[src/rtl/io_arbiter.sv]
// Two-requester round-robin arbiter driving an IO port block through a
// STROBE / WAIT / DONE handshake with device acknowledge and a wait timeout.
module io_arbiter #(
  parameter int DATA_W  = 16,
  parameter int TIMEOUT = 15
) (
  input  logic              clk,
  input  logic              reset,
  input  logic              req0_valid,
  input  logic              req0_write,
  input  logic [DATA_W-1:0] req0_wdata,
  output logic              req0_ready,
  output logic              req0_done,
  input  logic              req1_valid,
  input  logic              req1_write,
  input  logic [DATA_W-1:0] req1_wdata,
  output logic              req1_ready,
  output logic              req1_done,
  output logic [DATA_W-1:0] rdata,
  output logic              ioe,
  output logic              ior,
  output logic              iow,
  output logic [DATA_W-1:0] io_result,
  input  logic [DATA_W-1:0] io_in,
  input  logic              dev_ack,
  output logic              busy,
  output logic              timeout_err,
  input  logic              err_clr
);

  localparam int CNT_W = (TIMEOUT > 1) ? $clog2(TIMEOUT) : 1;
  localparam logic [CNT_W-1:0] CNT_MAX = CNT_W'(TIMEOUT - 1);

  typedef enum logic [1:0] {IDLE, STROBE, WAIT, DONE} state_t;

  state_t              state_q, state_d;
  logic                gnt_q, wr_q, ptr_q, terr_q;
  logic [DATA_W-1:0]   wdata_q, rdata_q;
  logic [CNT_W-1:0]    cnt_q;
  logic                any_req, sel, accept, tmo_hit;

  // ptr_q names the requester that wins a tie; it points away from the last one served
  assign any_req = req0_valid | req1_valid;
  assign sel     = (req0_valid & req1_valid) ? ptr_q : req1_valid;
  assign accept  = (state_q == IDLE) & any_req;
  assign tmo_hit = (state_q == WAIT) & ~dev_ack & (cnt_q == CNT_MAX);

  always_ff @(posedge clk or negedge reset) begin
    if (!reset) state_q <= IDLE;
    else        state_q <= state_d;
  end

  always_comb begin
    state_d = state_q;
    unique case (state_q)
      IDLE:    if (any_req) state_d = STROBE;
      STROBE:  state_d = WAIT;
      WAIT:    if (dev_ack || tmo_hit) state_d = DONE;
      DONE:    state_d = IDLE;
      default: state_d = IDLE;
    endcase
  end

  always_comb begin
    ioe        = (state_q == STROBE);
    iow        = (state_q == STROBE) &  wr_q;
    ior        = (state_q == STROBE) & ~wr_q;
    busy       = (state_q != IDLE);
    req0_done  = (state_q == DONE) & ~gnt_q;
    req1_done  = (state_q == DONE) &  gnt_q;
    req0_ready = accept & ~sel;
    req1_ready = accept &  sel;
  end

  always_ff @(posedge clk or negedge reset) begin
    if (!reset) begin
      gnt_q   <= 1'b0;
      wr_q    <= 1'b0;
      ptr_q   <= 1'b0;
      terr_q  <= 1'b0;
      wdata_q <= '0;
      rdata_q <= '0;
      cnt_q   <= '0;
    end else begin
      if (accept) begin
        gnt_q   <= sel;
        wr_q    <= sel ? req1_write : req0_write;
        wdata_q <= sel ? req1_wdata : req0_wdata;
      end
      if ((state_q == WAIT) && (state_d == WAIT)) cnt_q <= cnt_q + CNT_W'(1);
      else                                        cnt_q <= '0;
      if ((state_q == WAIT) && (state_d == DONE) && !wr_q) rdata_q <= io_in;
      if (state_q == DONE) ptr_q <= ~gnt_q;
      // a timeout in the same cycle as err_clr leaves the flag set
      if (tmo_hit)      terr_q <= 1'b1;
      else if (err_clr) terr_q <= 1'b0;
    end
  end

  assign io_result   = wdata_q;
  assign rdata       = rdata_q;
  assign timeout_err = terr_q;

endmodule
[config.mk]
export PLATFORM = sky130hd
export DESIGN_NAME = io_arbiter
export DESIGN_NICKNAME = d
export VERILOG_FILES = /design/src/rtl/io_arbiter.sv
export SDC_FILE = /design/constraint.sdc
export NUM_CORES = 1
export LEC_CHECK = 0
export BUFFER_PORTS_ARGS = -buffer_cell sky130_fd_sc_hd__buf_2
export CORE_MARGIN = 3
export CORE_UTILIZATION = 48
export CTS_CLUSTER_SIZE = 8
export DETAILED_ROUTE_END_ITERATION = 8
export HOLD_SLACK_MARGIN = 0.1
export PLACE_DENSITY = 0.95
export SLEW_MARGIN = 10
export SYNTH_ARGS = -nofsm -noshare
export SYNTH_HDL_FRONTEND = slang
export SYNTH_SLANG_ARGS = --single-unit
[constraint.sdc]
create_clock -name clk -period 4.15 [get_ports clk]
set_clock_uncertainty 0.15 [all_clocks]
set_input_delay 0.83 -clock clk [delete_from_list [all_inputs] [get_ports clk]]
set_output_delay 0.83 -clock clk [all_outputs]
set_load 0.01 [all_outputs]
# Yosys cells after proc, flatten, opt, wreduce, memory -nomap -nowiden
# Index checks and enable logic that the tools add are counted.
# word_totals
ff_bits	42
input_bits	56
out_inout_bits	41
word_cells	47
# classes
addsub	1
eq_ne	6
mux	9
n_bitwise	15
n_reduce_logical	8
# ops
cell	n
two-way mux 16 bit	1
bitwise AND 1 bit	10
equality test 2 bit (second input constant)	4
one-hot mux 2 bit (4 select lines)	1
adder 4 x 1 -> 4 bit (second input constant)	1
equality test 4 bit (second input constant)	1
two-way mux 1 bit	4
two-way mux 2 bit	2
two-way mux 4 bit	1
inverter 1 bit	4
nonzero test 2 bit	2
logical AND 1 bit	3
equality test 2 x 1 -> 1 bit (second input constant)	1
zero test 2 bit	1
zero test 1 bit	1
logical OR 1 bit	1
bitwise OR 1 bit	1

# Depth between registers and ports, before layout
# Gate-level depths: netlist (run 1).
# depth
depth_word	9
depth_mapped	7
ltp_nobuf	5

# Worst setup path after synthesis (run 1)
# Ideal clock, no wire load.
# synth_timing
path_type	input to output
start	input req0_valid
end	output req0_ready
arrival_ns	1.512
required_ns	3.170
setup_slack_ns	1.658
path_stages	4
n_path_buf	2
cell_sequence	and2_1 clkbuf_1 clkbuf_1 and2_1
# synth_between
elab_chain_cells	4
elab_cells_between_ends	6
cone_classes	mux (1); bitwise (5)
# synth_rtl
item	line	rtl
start: declaration	9	input logic req0_valid,
bitwise AND 1 bit	44	assign sel = (req0_valid & req1_valid) ? ptr_q : req1_valid;
two-way mux 1 bit	44	
inverter 1 bit	71	req0_ready = accept & ~sel;
bitwise AND 1 bit (*)	71	
end: declaration	12	output logic req0_ready,
# Mark *: on every way between the ends. The rest lies on a longest branch, timed or not.

# Worst setup path in the final report (run 1)
# layout_timing
start	register state_q[0]
end	output req0_ready
# layout_between
elab_chain_cells	3
# layout_rtl
item	line	rtl
start: declaration	36	state_t state_q, state_d;
start signal: assignment	50	else state_q <= state_d;
zero test 2 bit	45	assign accept = (state_q == IDLE) & any_req;
bitwise AND 1 bit	45	
bitwise AND 1 bit	71	
# No other way between the ends.

==> metrics, run 1 <==
post-CTS setup buffer count 0; Critical Path Sink Type primary output; Synthesized Nets 203; Leak Pwr 0.001380 uW; Slew Viols, Final 0; Setup Crit Path Kind register to primary output; Max-Cap Viols 0; vias in the first global route 1499; first-pass detailed-route iteration total 4; Die Y 68.99 um; dpl hpwl 3145 um; ys async rst share 100.0%; Num CTS Buffers 5; worst-skew pair later-pin latency a little under 0.3 ns; crit path time final 2.862 ns; slowest CP cell dfrtp_1; Reg area 1051 um2; Area Growth Syn to Fin 33.84%; status finished, final reports clean; share of layout cells above drive strength 1 52.30%; NumNets Final roughly 300; Hold Path Stages 1; Synth Register Bits 42; area of the multi-input gates just under 800 um2; row cnt 22; internal power between 1000 and 1500 uW; Detailed Route WL 4245 um; Via Count 1505; post-DR vias/cell 5.244; CP Cell Sequence inv_1 -> ha_1 -> and2_1 -> and2_1 -> buf_2; RSZ-0062 raised after global routing no; TNS Setup 0 ns; VDD IR max 0.3974 mV; pre-CTS setup slack about 1.5 ns; CTS tree done; Ports 97; Gate Count Post-Synth 140; sequential element share of the synthesized area 55.19%; synth top area cells dfrtp_1 55%, a221o_1 8.9%, mux2_4 7.9%; Psw 648.4 uW; Die X-Extent slightly below 70 um; f_max 0.3494 GHz; Post-Syn Area per Cell ~14 um2; signal arrival time at the worst endpoint 1.88 ns; Clk pwr share 19.9%; Ant. Diodes 0; Top FF cell, synth dfrtp_1; cts hold-fix bufs 0; Yosys warnings 0; final hold vios 0; clk sink count 42; fin worst setup slack approximately 1.3 ns; Worst path max stage delay 0.46 ns; GRT Overall Usage ~19%; Initial Util 50.87%; initial antenna violation count 0; Slew @ Worst Pin 1.201 ns; clk slew on worst S/H paths around 0.080 ns; residual overflow from global routing 0; share of total power in sequential cells 37.2%; relative slew slack 19.41%; DRC viols 0; final instance area 2549 um2; final setup violation count 0; post-route ant nets 0; die area 4759 um2; routed len/inst ~15 um; Post-synth EDFFs 0; Hold Crit Class register to register; Reg2Reg Depth 5; combinational share of power 42.9%; Longest Clk Path Bufs 2; CP required 3.17 ns; Yosys cell types 28; DRT iter0 DRCs 62; first-pass GRT wire length 6637 um; core area ~3700 um2; Worst Setup Start Kind register; fill count 290; gpl congestion approximately 0.74; switching share of power between 30% and 40%; Power Density roughly 750 nW/um2; cell area after synthesis 1904 um2; Root Buffer clkbuf_8; crit-path max FO 18; Most common cell on crit path and2_1; Buffers on Ports 96; H-tree depth 2; placed cell areas 2411 um2; Yosys top cell area share 55.19%; fin crit share 68.97%; Yosys top cell by area dfrtp_1; largest net degree at the start of global routing 43; CTS resizes 0
[routing by layer]
layer	vias up	global-route usage [%]	share of wire [%]
met5	-	0	0
met4	0	7.543	1.4
met3	7	7.618	9.0
met2	76	31.19	51
met1	711	23.15	39
li1	711	-	-
[power by group through the flow]
| stage | sequential, uW | clock [uW] | combinational, uW |
|---|---|---|---|
| 4_1_cts | 710 | 388 | 830 |
| 6_report | 710 | 380 | 818 |
| 3_5_place_dp | 706 | 0 | 831 |
| 3_3_place_gp | 707 | 0 | 795 |
| 5_1_grt | 731 | 406 | 904 |
| 2_1_floorplan | 773 | 0 | 472 |
[stage by stage]
step / power (uW) / hold WS, ns / cells / utilization, %
final: 1908 / 0.3511 / 287 / 68.08
after global routing: 2041 / 0.3720 / 287 / 68.08
after CTS: 1928 / 0.3541 / 287 / 68.08
after detailed placement: 1537 / 0.3410 / 279 / 64.41
after global placement: 1502 / 0.3301 / 279 / 64.41
after floorplan: 1246 / 0.3123 / 140 / -
[Yosys cell counts, drive strengths merged (2+ instances only)]
cell	count
nor2b	2
and2	4
and3	17
clkbuf	3
dfrtp	42
buf	3
inv	6
nor3	5
a21oi	2
nand2	3
a221o	17
ha	7
mux2	16
nor2	2
[cell families after synthesis]
| group | Yosys count | share of synthesized area (%) |
|---|---|---|
| AOI/OAI and AO/OA | 24 | 12.09 |
| xor gates and xnor gates | 2 | 0.9200 |
| adders and majority gates | 7 | 4.599 |
| buffers and inverters | 12 | 3.351 |
| DFF | 42 | 55.19 |
| muxes | 16 | 11.43 |
| and+or+nand+nor | 37 | 12.42 |
[placed cells by master (no fill, tap or decap)]
cell,synthesis,routed
buf_2,2,96
dfrtp_1,42,42
and3_1,17,17
a221o_1,17,17
mux2_4,10,10
ha_1,7,7
inv_1,6,6
mux2_2,6,6
nor3_1,5,5
clkbuf_8,0,5
and2_1,4,4
nand2_1,3,3
nor2b_1,2,2
nor2_1,2,2
bufinv_16,0,2
nand4_2,1,1
nor4b_4,1,1
a21oi_1,1,1
o21a_1,1,1
xnor2_1,1,1
a21oi_2,1,1
nand3_1,1,1
xor2_1,1,1
nand3b_1,1,1
a211oi_4,1,1
o21ai_1,1,1
a21o_1,1,1
o22ai_1,1,1
clkinv_4,0,1
buf_4,0,1
[path summary, 6_finish.rpt]
check,from,to,slack (ns)
min in group asynchronous,reset,io_result[0],0.51
worst max-delay path,state_q[0],req0_ready,1.29
worst max register to register,state_q[0],rdata[13],1.59
worst min register to register,cnt_q[0],cnt_q[0],0.35
max in group asynchronous,reset,rdata[8],2.79
worst min-delay path,cnt_q[0],cnt_q[0],0.35
[sequential cells by signal, indices dropped and copies added, names as in the netlist]
signal and count:
cnt_q 4, timeout_err 1, io_result 16, ptr_q 1, state_q 2, gnt_q 1
rdata 16, wr_q 1
[critical path: cells and delay by family, from the launching register on]
kind / cells / cell delay, ns
adders and majority gates: 1 / 0.23
buffers and inverters: 2 / 0.27
and+or+nand+nor: 2 / 0.62
DFF: 1 / 0.46
[cell type report]
class | count | area share, %
tap | 48 | 2.356
timing repair buffer | 97 | 19.15
clock inverter | 3 | 2.700
inverter | 6 | 0.8837
sequential | 42 | 41.24
clock buffer | 5 | 2.700
multi-input combinational | 86 | 30.98
(Power assumes the default switching activity.)
==> inputs of run 2 (changes only) <==
--- a/config.mk
+++ b/config.mk
@@ -7,11 +7,11 @@
 export LEC_CHECK = 0
 export BUFFER_PORTS_ARGS = -buffer_cell sky130_fd_sc_hd__buf_2
 export CORE_MARGIN = 3
-export CORE_UTILIZATION = 48
+export CORE_UTILIZATION = 45
 export CTS_CLUSTER_SIZE = 8
 export DETAILED_ROUTE_END_ITERATION = 8
 export HOLD_SLACK_MARGIN = 0.1
-export PLACE_DENSITY = 0.95
+export PLACE_DENSITY = 0.91
 export SLEW_MARGIN = 10
 export SYNTH_ARGS = -nofsm -noshare
 export SYNTH_HDL_FRONTEND = slang
==> constraint.sdc (replaced) <==
create_clock -name clk -period 2.69 [get_ports clk]
set_clock_uncertainty 0.15 [all_clocks]
set_input_delay 0.538 -clock clk [delete_from_list [all_inputs] [get_ports clk]]
set_output_delay 0.538 -clock clk [all_outputs]
set_load 0.01 [all_outputs]
==> metrics, run 2 (synthesized netlist as in run 1, its figures left out) <==
status finished, final reports clean; final hold vios 0 (unchanged); post-CTS setup buffer count 0 (unchanged); Root Buffer clkbuf_8; crit path time final 2.430 ns; post-DR vias/cell 5.152 (-1.8%); clk sink count 42 (unchanged); dpl hpwl 3260 um (+3.7%); vias in the first global route 1584 (+5.7%); Die X-Extent 71.05 um (+3.0%); Longest Clk Path Bufs 2 (unchanged); largest net degree at the start of global routing 43 (unchanged); VDD IR max 0.4473 mV (+13%); fin crit share 90.34%; die area 5048 um2 (+6.1%); Power Density 1122 nW/um2 (+50%); Hold Crit Class primary input to async pin; Buffers on Ports 96 (unchanged); Ant. Diodes 0 (unchanged); H-tree depth 2 (unchanged); Worst Setup Start Kind register; Ports 97 (unchanged); GRT Overall Usage 18.26% (-1.1 points); Slew Viols, Final 0 (unchanged); Num CTS Buffers 5 (unchanged); DRT iter0 DRCs 59 (-4.8%); Setup Crit Path Kind register to primary output; row cnt 23 (+4.5%); Die Y 71.05 um (+3.0%); NumNets Final 302 (+0.33%); TNS Setup 0 ns (unchanged); signal arrival time at the worst endpoint 1.74 ns (-0.14 ns); routed len/inst 14.64 um (-0.99%); DRC viols 0 (unchanged); post-route ant nets 0 (unchanged); RSZ-0062 raised after global routing no; first-pass detailed-route iteration total 4 (unchanged); most frequent cells in the layout 96 x buf_2, 42 x dfrtp_1, 17 x and3_1, 17 x a221o_1, 10 x mux2_4; Reg2Reg Depth 6 (+1); crit-path max FO 18 (unchanged); gpl congestion 0.7743 (+4.8%); Max-Cap Viols 0 (unchanged); Slew @ Worst Pin 0.8757 ns (-0.3251 ns); Detailed Route WL 4247 um (about the same); residual overflow from global routing 0 (unchanged); share of layout cells above drive strength 1 52.92% (+0.62 points); CP required 2.00 ns (-1.17 ns); Inst Count DP 282 (+1.1%); Leak Pwr 0.001370 uW (-0.73%); CTS tree done; R2R Setup Slk 0.51 ns (-1.08 ns); f_max 0.4115 GHz; placed cell areas 2421 um2 (+0.42%); final core utilization 62.95% (-5.1 points); core area 4029 um2 (+7.6%); Initial Util 47.27% (-3.6 points); worst hold margin 0.2108 ns (-0.1403 ns); final instance area 2536 um2 (-0.49%); most common cell after layout, fill and taps aside buf_2; initial antenna violation count 0 (unchanged); first-pass GRT wire length 7217 um (+8.7%); Final Non-Filler Cells 290 (+1.0%); Area Growth Syn to Fin 33.18%; Critical Path Sink Type primary output; clk slew on worst S/H paths 0.08 ns (about the same); worst-skew pair later-pin latency 0.29 ns (about the same); final setup violation count 0 (unchanged); Via Count 1494 (-0.73%); relative slew slack 41.62% (+22 points)
[run 2: worst paths after layout]
check | start | endpoint
setup / recovery | state_q[0] | req0_ready
hold / removal | reset | rdata[4]
setup reg to reg | state_q[0] | rdata[13]
hold reg to reg | rdata[14] | rdata[14]
max in group asynchronous | reset | rdata[15]
min in group clk | err_clr | timeout_err
[run 2: stage by stage]
| stage | total power [uW] | worst slack, ns |
|---|---|---|
| 5_1_grt | 3052 | 0.1140 |
| 3_3_place_gp | 2327 | 0.5435 |
| 4_1_cts | 2880 | 0.1200 |
| 2_1_floorplan | 1922 | 0.5848 |
| 3_5_place_dp | 2385 | 0.4674 |
| 6_report | 2845 | 0.2599 |
[run 2: repair_timing]
item	4_1_cts	5_1_grt
setup endpoints to repair	0	1
resized for setup	0	1
hold buffers	0	0
endpoints found under the hold margin	0	0
[run 2: layout make-up]
cell class | count | area (um2)
fillers | 323 | 1493
flip-flops and latches | 42 | 1051
clock inverters | 2 | 37.54
well taps | 50 | 62.56
clock buffers | 6 | 72.57
inverters | 6 | 22.52
repair buffers | 98 | 495.5
multi-input cells | 86 | 794.5
[run 2: where the power goes]
part | internal [uW] | switching (uW) | total (uW)
Sequential | 917 | 174 | 1090
Clock | 277 | 203 | 480
Combinational | 662 | 612 | 1270
[run 2: critical path: stages, from the launching register on]
cell and delay [ns]:
dfrtp_1 0.46, inv_1 0.15, ha_1 0.24, and2_2 0.32, and2_1 0.16, buf_2 0.13
[run 2: layer usage]
layer	track usage [%]	part of all wire [%]	vias to the layer above
li1	-	-	712
met1	22.95	42	696
met2	28.84	47	75
met3	5.682	9.0	11
met4	8.559	2.0	0
met5	0	0	-
